--- config.mk ---
export PLATFORM = sky130hd
export DESIGN_NAME = lq_ctrl_flat
export DESIGN_NICKNAME = d
export VERILOG_FILES = /design/src/rtl/lq_ctrl_if.sv /design/src/rtl/lq_ctrl.sv /design/src/flat_wrapper.sv
export SDC_FILE = /design/constraint.sdc
export NUM_CORES = 1
export LEC_CHECK = 0
export CORE_MARGIN = 2
export CORE_UTILIZATION = 35
export DETAILED_ROUTE_END_ITERATION = 10
export PLACE_DENSITY_LB_ADDON = 0.25
export SLEW_MARGIN = 20
export SYNTH_ARGS = -nofsm -noshare
export SYNTH_HDL_FRONTEND = slang
export SYNTH_SLANG_ARGS = --single-unit
--- constraint.sdc ---
create_clock -name clock -period 10.57 [get_ports clock]
set_input_delay 1.5855 -clock clock [delete_from_list [all_inputs] [get_ports clock]]
set_output_delay 1.5855 -clock clock [all_outputs]
set_load 0.005 [all_outputs]
--- src/rtl/lq_ctrl_if.sv ---
// Load-queue controller bus: dispatch, entry status, retire and data-memory handshake.
// master is the controller side, slave is the surrounding pipeline / memory side.
interface lq_ctrl_if #(
    parameter int unsigned LQ_SIZE = 8,
    parameter int unsigned IDX_W   = $clog2(LQ_SIZE)
);
    logic               lq_flush;
    logic               disp_req1;
    logic               disp_req2;
    logic [LQ_SIZE-1:0] entry_addr_valid;
    logic [LQ_SIZE-1:0] entry_value_valid;
    logic               retire_head;
    logic               mem_req_ack;
    logic               mem_resp_valid;

    logic [LQ_SIZE-1:0] alloc_sel1;
    logic [LQ_SIZE-1:0] alloc_sel2;
    logic [IDX_W-1:0]   alloc_idx1;
    logic [IDX_W-1:0]   alloc_idx2;
    logic               lq_stall;
    logic [LQ_SIZE-1:0] free_sel;
    logic               clean_all;
    logic               mem_req_valid;
    logic [IDX_W-1:0]   mem_req_idx;
    logic [LQ_SIZE-1:0] resp_sel;
    logic               head_ready;
    logic [IDX_W:0]     lq_count;

    modport master (
        input  lq_flush, disp_req1, disp_req2, entry_addr_valid, entry_value_valid,
               retire_head, mem_req_ack, mem_resp_valid,
        output alloc_sel1, alloc_sel2, alloc_idx1, alloc_idx2, lq_stall, free_sel,
               clean_all, mem_req_valid, mem_req_idx, resp_sel, head_ready, lq_count
    );

    modport slave (
        output lq_flush, disp_req1, disp_req2, entry_addr_valid, entry_value_valid,
               retire_head, mem_req_ack, mem_resp_valid,
        input  alloc_sel1, alloc_sel2, alloc_idx1, alloc_idx2, lq_stall, free_sel,
               clean_all, mem_req_valid, mem_req_idx, resp_sel, head_ready, lq_count
    );
endinterface

--- src/rtl/lq_ctrl.sv ---
// Load-queue controller: circular allocation (up to two per cycle), oldest-first issue to a
// single-port data memory with one request in flight, response steering, head retire, flush.
module lq_ctrl #(
    parameter int unsigned LQ_SIZE = 8,
    parameter int unsigned IDX_W   = $clog2(LQ_SIZE)
) (
    input  logic     clock,
    input  logic     reset,
    lq_ctrl_if.master bus
);
    typedef enum logic [1:0] {StIdle, StReq, StWait, StDrain} mem_st_e;

    function automatic logic [LQ_SIZE-1:0] onehot(input logic [IDX_W-1:0] idx);
        onehot      = '0;
        onehot[idx] = 1'b1;
    endfunction

    logic [IDX_W-1:0]   head_q, tail_q, req_idx_q;
    logic [IDX_W:0]     count_q;
    logic [LQ_SIZE-1:0] alloc_q, issued_q;
    mem_st_e            st_q;
    logic               mem_req_valid_q;

    logic [1:0]         needed;
    logic [IDX_W:0]     free_cnt;
    logic               cap_stall, do_alloc, do_retire, head_ready;
    logic [IDX_W-1:0]   idx1, idx2, pick_idx, scan_idx;
    logic [LQ_SIZE-1:0] sel1, sel2, free_sel, eligible, resp_sel;
    logic               found, issue_now;

    // Dispatch sizing, index assignment and head retire decode.
    always_comb begin
        needed    = {1'b0, bus.disp_req1} + {1'b0, bus.disp_req2};
        // Free space is taken before this cycle's retire, so a retire only helps next cycle.
        free_cnt  = (IDX_W+1)'(LQ_SIZE) - count_q;
        cap_stall = (IDX_W+1)'(needed) > free_cnt;
        do_alloc  = !bus.lq_flush && !cap_stall && (needed != 2'd0);
        idx1      = tail_q;
        // Slot 2 only takes tail when it is the sole load; otherwise it sits behind slot 1.
        idx2      = (bus.disp_req1 || !bus.disp_req2) ? tail_q + IDX_W'(1) : tail_q;
        sel1      = (do_alloc && bus.disp_req1) ? onehot(idx1) : '0;
        sel2      = (do_alloc && bus.disp_req2) ? onehot(idx2) : '0;
        head_ready = alloc_q[head_q] && bus.entry_value_valid[head_q];
        do_retire = bus.retire_head && head_ready && !bus.lq_flush;
        free_sel  = do_retire ? onehot(head_q) : '0;
    end

    // Oldest-first pick: scan a full circle starting at head; only live entries can match.
    always_comb begin
        eligible = alloc_q & bus.entry_addr_valid & ~issued_q & ~bus.entry_value_valid;
        found    = 1'b0;
        pick_idx = '0;
        scan_idx = '0;
        for (int unsigned i = 0; i < LQ_SIZE; i++) begin
            scan_idx = head_q + IDX_W'(i);
            if (!found && eligible[scan_idx]) begin
                found    = 1'b1;
                pick_idx = scan_idx;
            end
        end
        issue_now = (st_q == StIdle) && found && !bus.lq_flush;
        // Data steering must line up with the memory data beat, so it stays combinational.
        resp_sel  = (st_q == StWait && bus.mem_resp_valid && !bus.lq_flush) ?
                    onehot(req_idx_q) : '0;
    end

    // Queue pointers, occupancy and per-entry allocated/issued bits.
    always_ff @(posedge clock) begin
        if (reset || bus.lq_flush) begin
            head_q   <= '0;
            tail_q   <= '0;
            count_q  <= '0;
            alloc_q  <= '0;
            issued_q <= '0;
        end else begin
            if (do_alloc) tail_q <= tail_q + IDX_W'(needed);
            if (do_retire) head_q <= head_q + IDX_W'(1);
            count_q  <= count_q + (do_alloc ? (IDX_W+1)'(needed) : '0)
                        - (IDX_W+1)'(do_retire);
            alloc_q  <= (alloc_q | sel1 | sel2) & ~free_sel;
            issued_q <= (issued_q & ~(sel1 | sel2)) | (issue_now ? onehot(pick_idx) : '0);
        end
    end

    // Memory request FSM; DRAIN swallows the response of a request squashed in flight.
    always_ff @(posedge clock) begin
        if (reset) begin
            st_q            <= StIdle;
            req_idx_q       <= '0;
            mem_req_valid_q <= 1'b0;
        end else begin
            case (st_q)
                StIdle: begin
                    if (issue_now) begin
                        req_idx_q       <= pick_idx;
                        mem_req_valid_q <= 1'b1;
                        st_q            <= StReq;
                    end
                end
                StReq: begin
                    if (bus.lq_flush) begin
                        mem_req_valid_q <= 1'b0;
                        st_q            <= bus.mem_req_ack ? StDrain : StIdle;
                    end else if (bus.mem_req_ack) begin
                        mem_req_valid_q <= 1'b0;
                        st_q            <= StWait;
                    end
                end
                StWait: begin
                    if (bus.lq_flush) begin
                        st_q <= bus.mem_resp_valid ? StIdle : StDrain;
                    end else if (bus.mem_resp_valid) begin
                        st_q <= StIdle;
                    end
                end
                StDrain: begin
                    if (bus.mem_resp_valid) st_q <= StIdle;
                end
                default: st_q <= StIdle;
            endcase
        end
    end

    assign bus.alloc_sel1    = sel1;
    assign bus.alloc_sel2    = sel2;
    assign bus.alloc_idx1    = idx1;
    assign bus.alloc_idx2    = idx2;
    assign bus.lq_stall      = bus.lq_flush || cap_stall;
    assign bus.free_sel      = free_sel;
    assign bus.clean_all     = bus.lq_flush;
    assign bus.mem_req_valid = mem_req_valid_q;
    assign bus.mem_req_idx   = req_idx_q;
    assign bus.resp_sel      = resp_sel;
    assign bus.head_ready    = head_ready;
    assign bus.lq_count      = count_q;
endmodule

--- src/flat_wrapper.sv ---
// flat-port wrapper written by rule: the top's interface ports become plain ports
module lq_ctrl_flat 
#(
    parameter int unsigned LQ_SIZE = 8,
    parameter int unsigned IDX_W   = $clog2(LQ_SIZE)
)
  (clock, reset, bus_lq_flush, bus_disp_req1, bus_disp_req2, bus_entry_addr_valid, bus_entry_value_valid, bus_retire_head, bus_mem_req_ack, bus_mem_resp_valid, bus_alloc_sel1, bus_alloc_sel2, bus_alloc_idx1, bus_alloc_idx2, bus_lq_stall, bus_free_sel, bus_clean_all, bus_mem_req_valid, bus_mem_req_idx, bus_resp_sel, bus_head_ready, bus_lq_count);
  lq_ctrl_if #(.LQ_SIZE(LQ_SIZE), .IDX_W(IDX_W)) bus_i ();
  input  logic clock;
  input  logic reset;
  input wire logic [$bits(bus_i.lq_flush)-1:0] bus_lq_flush;
  input wire logic [$bits(bus_i.disp_req1)-1:0] bus_disp_req1;
  input wire logic [$bits(bus_i.disp_req2)-1:0] bus_disp_req2;
  input wire logic [$bits(bus_i.entry_addr_valid)-1:0] bus_entry_addr_valid;
  input wire logic [$bits(bus_i.entry_value_valid)-1:0] bus_entry_value_valid;
  input wire logic [$bits(bus_i.retire_head)-1:0] bus_retire_head;
  input wire logic [$bits(bus_i.mem_req_ack)-1:0] bus_mem_req_ack;
  input wire logic [$bits(bus_i.mem_resp_valid)-1:0] bus_mem_resp_valid;
  output wire logic [$bits(bus_i.alloc_sel1)-1:0] bus_alloc_sel1;
  output wire logic [$bits(bus_i.alloc_sel2)-1:0] bus_alloc_sel2;
  output wire logic [$bits(bus_i.alloc_idx1)-1:0] bus_alloc_idx1;
  output wire logic [$bits(bus_i.alloc_idx2)-1:0] bus_alloc_idx2;
  output wire logic [$bits(bus_i.lq_stall)-1:0] bus_lq_stall;
  output wire logic [$bits(bus_i.free_sel)-1:0] bus_free_sel;
  output wire logic [$bits(bus_i.clean_all)-1:0] bus_clean_all;
  output wire logic [$bits(bus_i.mem_req_valid)-1:0] bus_mem_req_valid;
  output wire logic [$bits(bus_i.mem_req_idx)-1:0] bus_mem_req_idx;
  output wire logic [$bits(bus_i.resp_sel)-1:0] bus_resp_sel;
  output wire logic [$bits(bus_i.head_ready)-1:0] bus_head_ready;
  output wire logic [$bits(bus_i.lq_count)-1:0] bus_lq_count;
  assign bus_i.lq_flush = bus_lq_flush;
  assign bus_i.disp_req1 = bus_disp_req1;
  assign bus_i.disp_req2 = bus_disp_req2;
  assign bus_i.entry_addr_valid = bus_entry_addr_valid;
  assign bus_i.entry_value_valid = bus_entry_value_valid;
  assign bus_i.retire_head = bus_retire_head;
  assign bus_i.mem_req_ack = bus_mem_req_ack;
  assign bus_i.mem_resp_valid = bus_mem_resp_valid;
  assign bus_alloc_sel1 = bus_i.alloc_sel1;
  assign bus_alloc_sel2 = bus_i.alloc_sel2;
  assign bus_alloc_idx1 = bus_i.alloc_idx1;
  assign bus_alloc_idx2 = bus_i.alloc_idx2;
  assign bus_lq_stall = bus_i.lq_stall;
  assign bus_free_sel = bus_i.free_sel;
  assign bus_clean_all = bus_i.clean_all;
  assign bus_mem_req_valid = bus_i.mem_req_valid;
  assign bus_mem_req_idx = bus_i.mem_req_idx;
  assign bus_resp_sel = bus_i.resp_sel;
  assign bus_head_ready = bus_i.head_ready;
  assign bus_lq_count = bus_i.lq_count;
  lq_ctrl #(.LQ_SIZE(LQ_SIZE), .IDX_W(IDX_W)) u_core (.clock(clock), .reset(reset), .bus(bus_i));
endmodule
# --- After elaboration in Yosys (flattened, before gate mapping) ---
# Index checks and enable logic that the tools add are counted.
op_classes:
  n_mux: 65
  bitwise: 13
  reduce_logical: 42
  addsub: 13
  magnitude_cmp: 18
  eq_ne: 5
op_table:
  columns: ["op", "n"]
  rows:
  - ["3-bit by 4-bit less-than comparator with 1-bit output, second input constant", 12]
  - ["8-bit bitwise AND", 5]
  - ["8-bit two-way mux", 5]
  - ["8-bit inverter", 4]
  - ["8-bit bitwise OR", 4]
  - ["1-bit binary-select mux with 3-bit select", 10]
  - ["3-bit two-way mux", 9]
  - ["1-bit two-way mux", 26]
  - ["1-bit logical AND", 23]
  - ["2-bit two-way mux", 8]
  - ["1-bit demux with 3-bit select", 5]
  - ["3-bit by 1-bit greater-or-equal comparator with 1-bit output, second input constant", 5]
  - ["3-bit adder, second input constant", 4]
  - ["1-bit logical NOT", 10]
  - ["2-bit one-hot mux with 4 select lines", 1]
  - ["3-bit by 1-bit adder with 3-bit output, second input constant", 2]
  - ["3-bit by 2-bit adder with 3-bit output, second input constant", 2]
  - ["4-bit adder", 1]
  - ["2-bit == test, second input constant", 2]
  - ["2-bit by 4-bit > comparator with 1-bit output", 1]
  - ["2-bit AND reduction", 2]
  - ["2-bit nonzero test", 2]
  - ["4-bit by 1-bit subtractor with 4-bit output", 1]
  - ["4-bit subtractor, first input constant", 1]
  - ["other kinds (9)", 11]
word_totals:
  input_bits: 24
  output_inout_bits: 49
  wordCells: 164
  reg_bits: 32

# --- Logic depth before layout (Yosys ltp) ---
depth:
  word_depth: 33
  mapped_depth: 16

# --- Worst setup path before layout ---
# No wires, ideal clock.
synth_timing:
  kind: "input to output"
  from: "input port bus_disp_req1"
  to: "output port bus_alloc_sel1[1]"
  slack_ps: 5631
  arrival_ps: 3354
  path_stages: 9
  path_cell_list: "inv_1 ha_1 inv_1 ha_1 a21oi_1 a41o_1 nor2_1 nand2_1 nor4_1"
synth_via:
  elab_chain_cells: 7
  elab_cells_between_ends: 8
  cone_classes: "add/sub: 1; order compare: 1; mux: 1; reduce/logical: 5"
synth_rtl:
  columns: ["element", "line_no", "source"]
  rows:
  - ["start, declared", "flat_wrapper.sv:12", "input wire logic [$bits(bus_i.disp_req1)-1:0] bus_disp_req1;"]
  - ["1-bit by 1-bit adder with 2-bit output", "lq_ctrl.sv:33", "needed = {1'b0, bus.disp_req1} + {1'b0, bus.disp_req2};"]
  - ["2-bit by 4-bit > comparator with 1-bit output", "lq_ctrl.sv:36", "cap_stall = (IDX_W+1)'(needed) > free_cnt;"]
  - ["1-bit logical NOT", "lq_ctrl.sv:37", "do_alloc = !bus.lq_flush && !cap_stall && (needed != 2'd0);"]
  - ["1-bit logical AND (2 in a row)", "lq_ctrl.sv:37", null]
  - ["1-bit logical AND *", "lq_ctrl.sv:41", "sel1 = (do_alloc && bus.disp_req1) ? onehot(idx1) : '0;"]
  - ["8-bit two-way mux *", "lq_ctrl.sv:41", null]
  - ["end, declared", "flat_wrapper.sv:19", "output wire logic [$bits(bus_i.alloc_sel1)-1:0] bus_alloc_sel1;"]
# Mark *: on every way between the ends. The rest lies on a longest branch, timed or not.

# --- Worst setup path after layout ---
# Ends and elaborated chain as after synthesis.

==> flow_summary.ini <==
[flow_run]
max_cap_viol_count = 0

[synthesis]
synthTopCellsByArea = dfxtp_1 22%, ha_1 8.2%, nor2_1 6.9%, nor3_1 6.4%, nand2_1 4.3%
synthFlopType = dfxtp_1
ys_async_sr_fraction_pct = 0
synth_edf_count = 0
ys_ff_latch = 32
yosys.area.top_type = dfxtp_1
yosys_warnings = 0
synth_top_area_share_pct = 22.1
avgSynthCellArea_sq_um = 7.58
syn-cell-area_sq_um = 2900
synth_fp_nets = 427
postSynthCellCount = 382
ys_seq_area_share_pct = 22.1
ys_types = 62

[floorplan]
io_pins = 73
dieArea_sq_um = 9020
die-width_um = 95.0
core_area_sq_um = 8130
std_cell_rows = 33
start_util_pct = 35.6
die_y_um = 95.0

[pwr]
power_density_nw_per_um2 = 79.1
leakagePower_nw = 1.36
switching_share_pct = 26.0
fin_total_pwr_mw = 0.300
p_switching_mw = 0.0780
internal_power_mw = 0.222
pwr-share-clk_pct = 39.2
ir_drop_mv = 0.0529
power_frac_seq_pct = 42.1
combPwrFrac_pct = 18.7

[placement]
io_buffers = 72
dpl.hpwl_um = 7070
globalplace.congestion = 0.876

[min_path]
holdCritStartpoint = u_core.issued_q[6]
hold_class = reg -> reg

[cells_and_area]
multiInputGateArea_sq_um = 2070
area_delta_synth_final_pct = 30.8
antenna_cells = 0
ff_latch_area_sq_um = 641
fillers = 805
fin_nets = 492
drive_gt1_share_pct = 5.13
layout_commonest_cell = clkdlybuf4s50_1
final_cell_mix = 72 x clkdlybuf4s50_1, 53 x nor2_1, 37 x nor3_1

[sta]
post-route-period-util_pct = 61.5
clock.fmax_ghz = 0.154
worst_pin_slew_ps = 903
finClkSkew_ps = 3.35
setup_tns_ps = 0
setup_viol = 0
slew_viol_final = 0
fin_crit_ps = 6500
rsz0062_at_grt = false
max-slew-margin-rel_pct = 39.7
final_hold_viol_count = 0

[setup_path]
arrival_ps = 4910
crit_path_start = bus_disp_req1
path_class = in -> out
cp-start-kind = primary input
rrSetupSlack_ps = 6100
crit_required_ps = 8980
r2r-start = u_core.head_q[0]
worstPathMaxFanout = 7
cp-end-kind = output port

[route]
top_layer = met4
wl_per_cell_um = 16.1
routed_wl_um = 8900
met2_length_um = 4250
via_count = 3058
firstDrtPassIters = 5
vias_per_cell = 5.53
ant_nets = 0
drc_errors = 0
wl_met1_um = 3870
wl_met3_um = 488
drt_iter0_drc = 205

[clock_network]
cts_sinks = 32
ctsResizeCount = 0
path_clk_slew_ps = 70
cts_tree = done
ctsHoldBuffers = 0
clock_path_buffers = 2
insertion_delay_ps = 290
ctsHtreeMaxLevel = 2
cts_setup_buffers = 0
cts-root-buf = clkbuf_8
cts_buffers = 5

[global_routing]
antenna_found_initial = 0
grt_pass1_vias = 2957
grt_pass1_wl_um = 14400
grt_overflow = 0
grt_max_degree = 29
track_usage_pct = 20.5

[outcome]
status = finished, final reports clean
[per-stage QoR]
step / worst slack (ps) / instance area (sq um) / util (%) / std cells / hold WS, ps
5_1_grt: 3820 / 3790 / 46.6 / 553 / 497
2_1_floorplan: 5630 / 2900 / - / 382 / 438
6_report: 4070 / 3790 / 46.6 / 553 / 472
4_1_cts: 4140 / 3790 / 46.6 / 553 / 474
3_3_place_gp: 4280 / 3680 / 45.3 / 545 / 454
3_5_place_dp: 4140 / 3680 / 45.3 / 545 / 464
[cell type report]
type | instances | share of cell area [%]
multi-input cells | 305 | 54.7
repair buffers | 72 | 19.0
flip-flops and latches | 32 | 16.9
well taps | 105 | 3.47
inverters | 31 | 3.07
clock buffers | 6 | 1.92
clock inverters | 2 | 0.925
[worst max-delay path, cell delays in order]
cell and delay (ps):
clkdlybuf4s50_1 560, inv_1 120, ha_1 320, inv_1 60, ha_1 260, a21oi_1 60
a41o_1 290, nor2_1 390, nand2_1 160, nor4_1 470, clkdlybuf4s50_1 630
[cell families (layout without fill, tap and decap cells)]
family	Yosys count	in the layout	share of synthesized area (%)
mux	10	10	5.18
compound gates	73	73	18.7
flops	32	32	22.1
fa+ha+maj	21	21	9.59
buf+inv	45	111	6.35
xor+xnor	12	12	3.63
simple gates	189	189	34.5
[Yosys cell counts (all sizes together), types with 3 or more instances]
cell type,number
inv,30
ha,19
and2,6
mux2i,6
nor2,53
o22a,3
xnor2,9
o31ai,6
or3,4
o21ai,12
clkbuf,8
nand2b,10
a211oi,3
nand3,14
or2,3
a21oi,14
a32oi,3
nor3,37
nand2,33
mux4,4
xor2,3
nor4,3
o211ai,3
nand4bb,7
o22ai,6
dfxtp,32
a21o,3
a32o,3
nand3b,3
buf,6
[worst paths after layout]
path | to | depth (start not counted)
worst max-delay path | bus_alloc_sel1[1] | 11
worst min-delay path | u_core.issued_q[6] | 2
worst min register to register | u_core.issued_q[6] | 2
worst max register to register | u_core.issued_q[6] | 11
[flip-flops by register name, summed over array words and instances (netlist names)]
signal                    cells
u_core.alloc_q                8
u_core.issued_q               8
u_core.bus.lq_count           4
u_core.bus.alloc_idx1         3
u_core.bus.mem_req_idx        3
u_core.head_q                 3
u_core.st_q                   2
u_core.bus.mem_req_valid      1
[power groups by stage]
stage | combinational [mW] | sequential (mW) | clock, mW
after floorplan | 0.0311 | 0.128 | 0
after global routing | 0.0625 | 0.127 | 0.124
after CTS | 0.0564 | 0.126 | 0.119
after detailed placement | 0.0558 | 0.129 | 0
final | 0.0560 | 0.126 | 0.117
after global placement | 0.0550 | 0.129 | 0
[routing by layer]
metal | vias to the layer above | track usage (%)
li1 | 1508 | -
met1 | 1406 | 27.0
met2 | 120 | 32.9
met3 | 24 | 3.19
met4 | 0 | 9.42
met5 | - | 0
(Power assumes the default switching activity.)
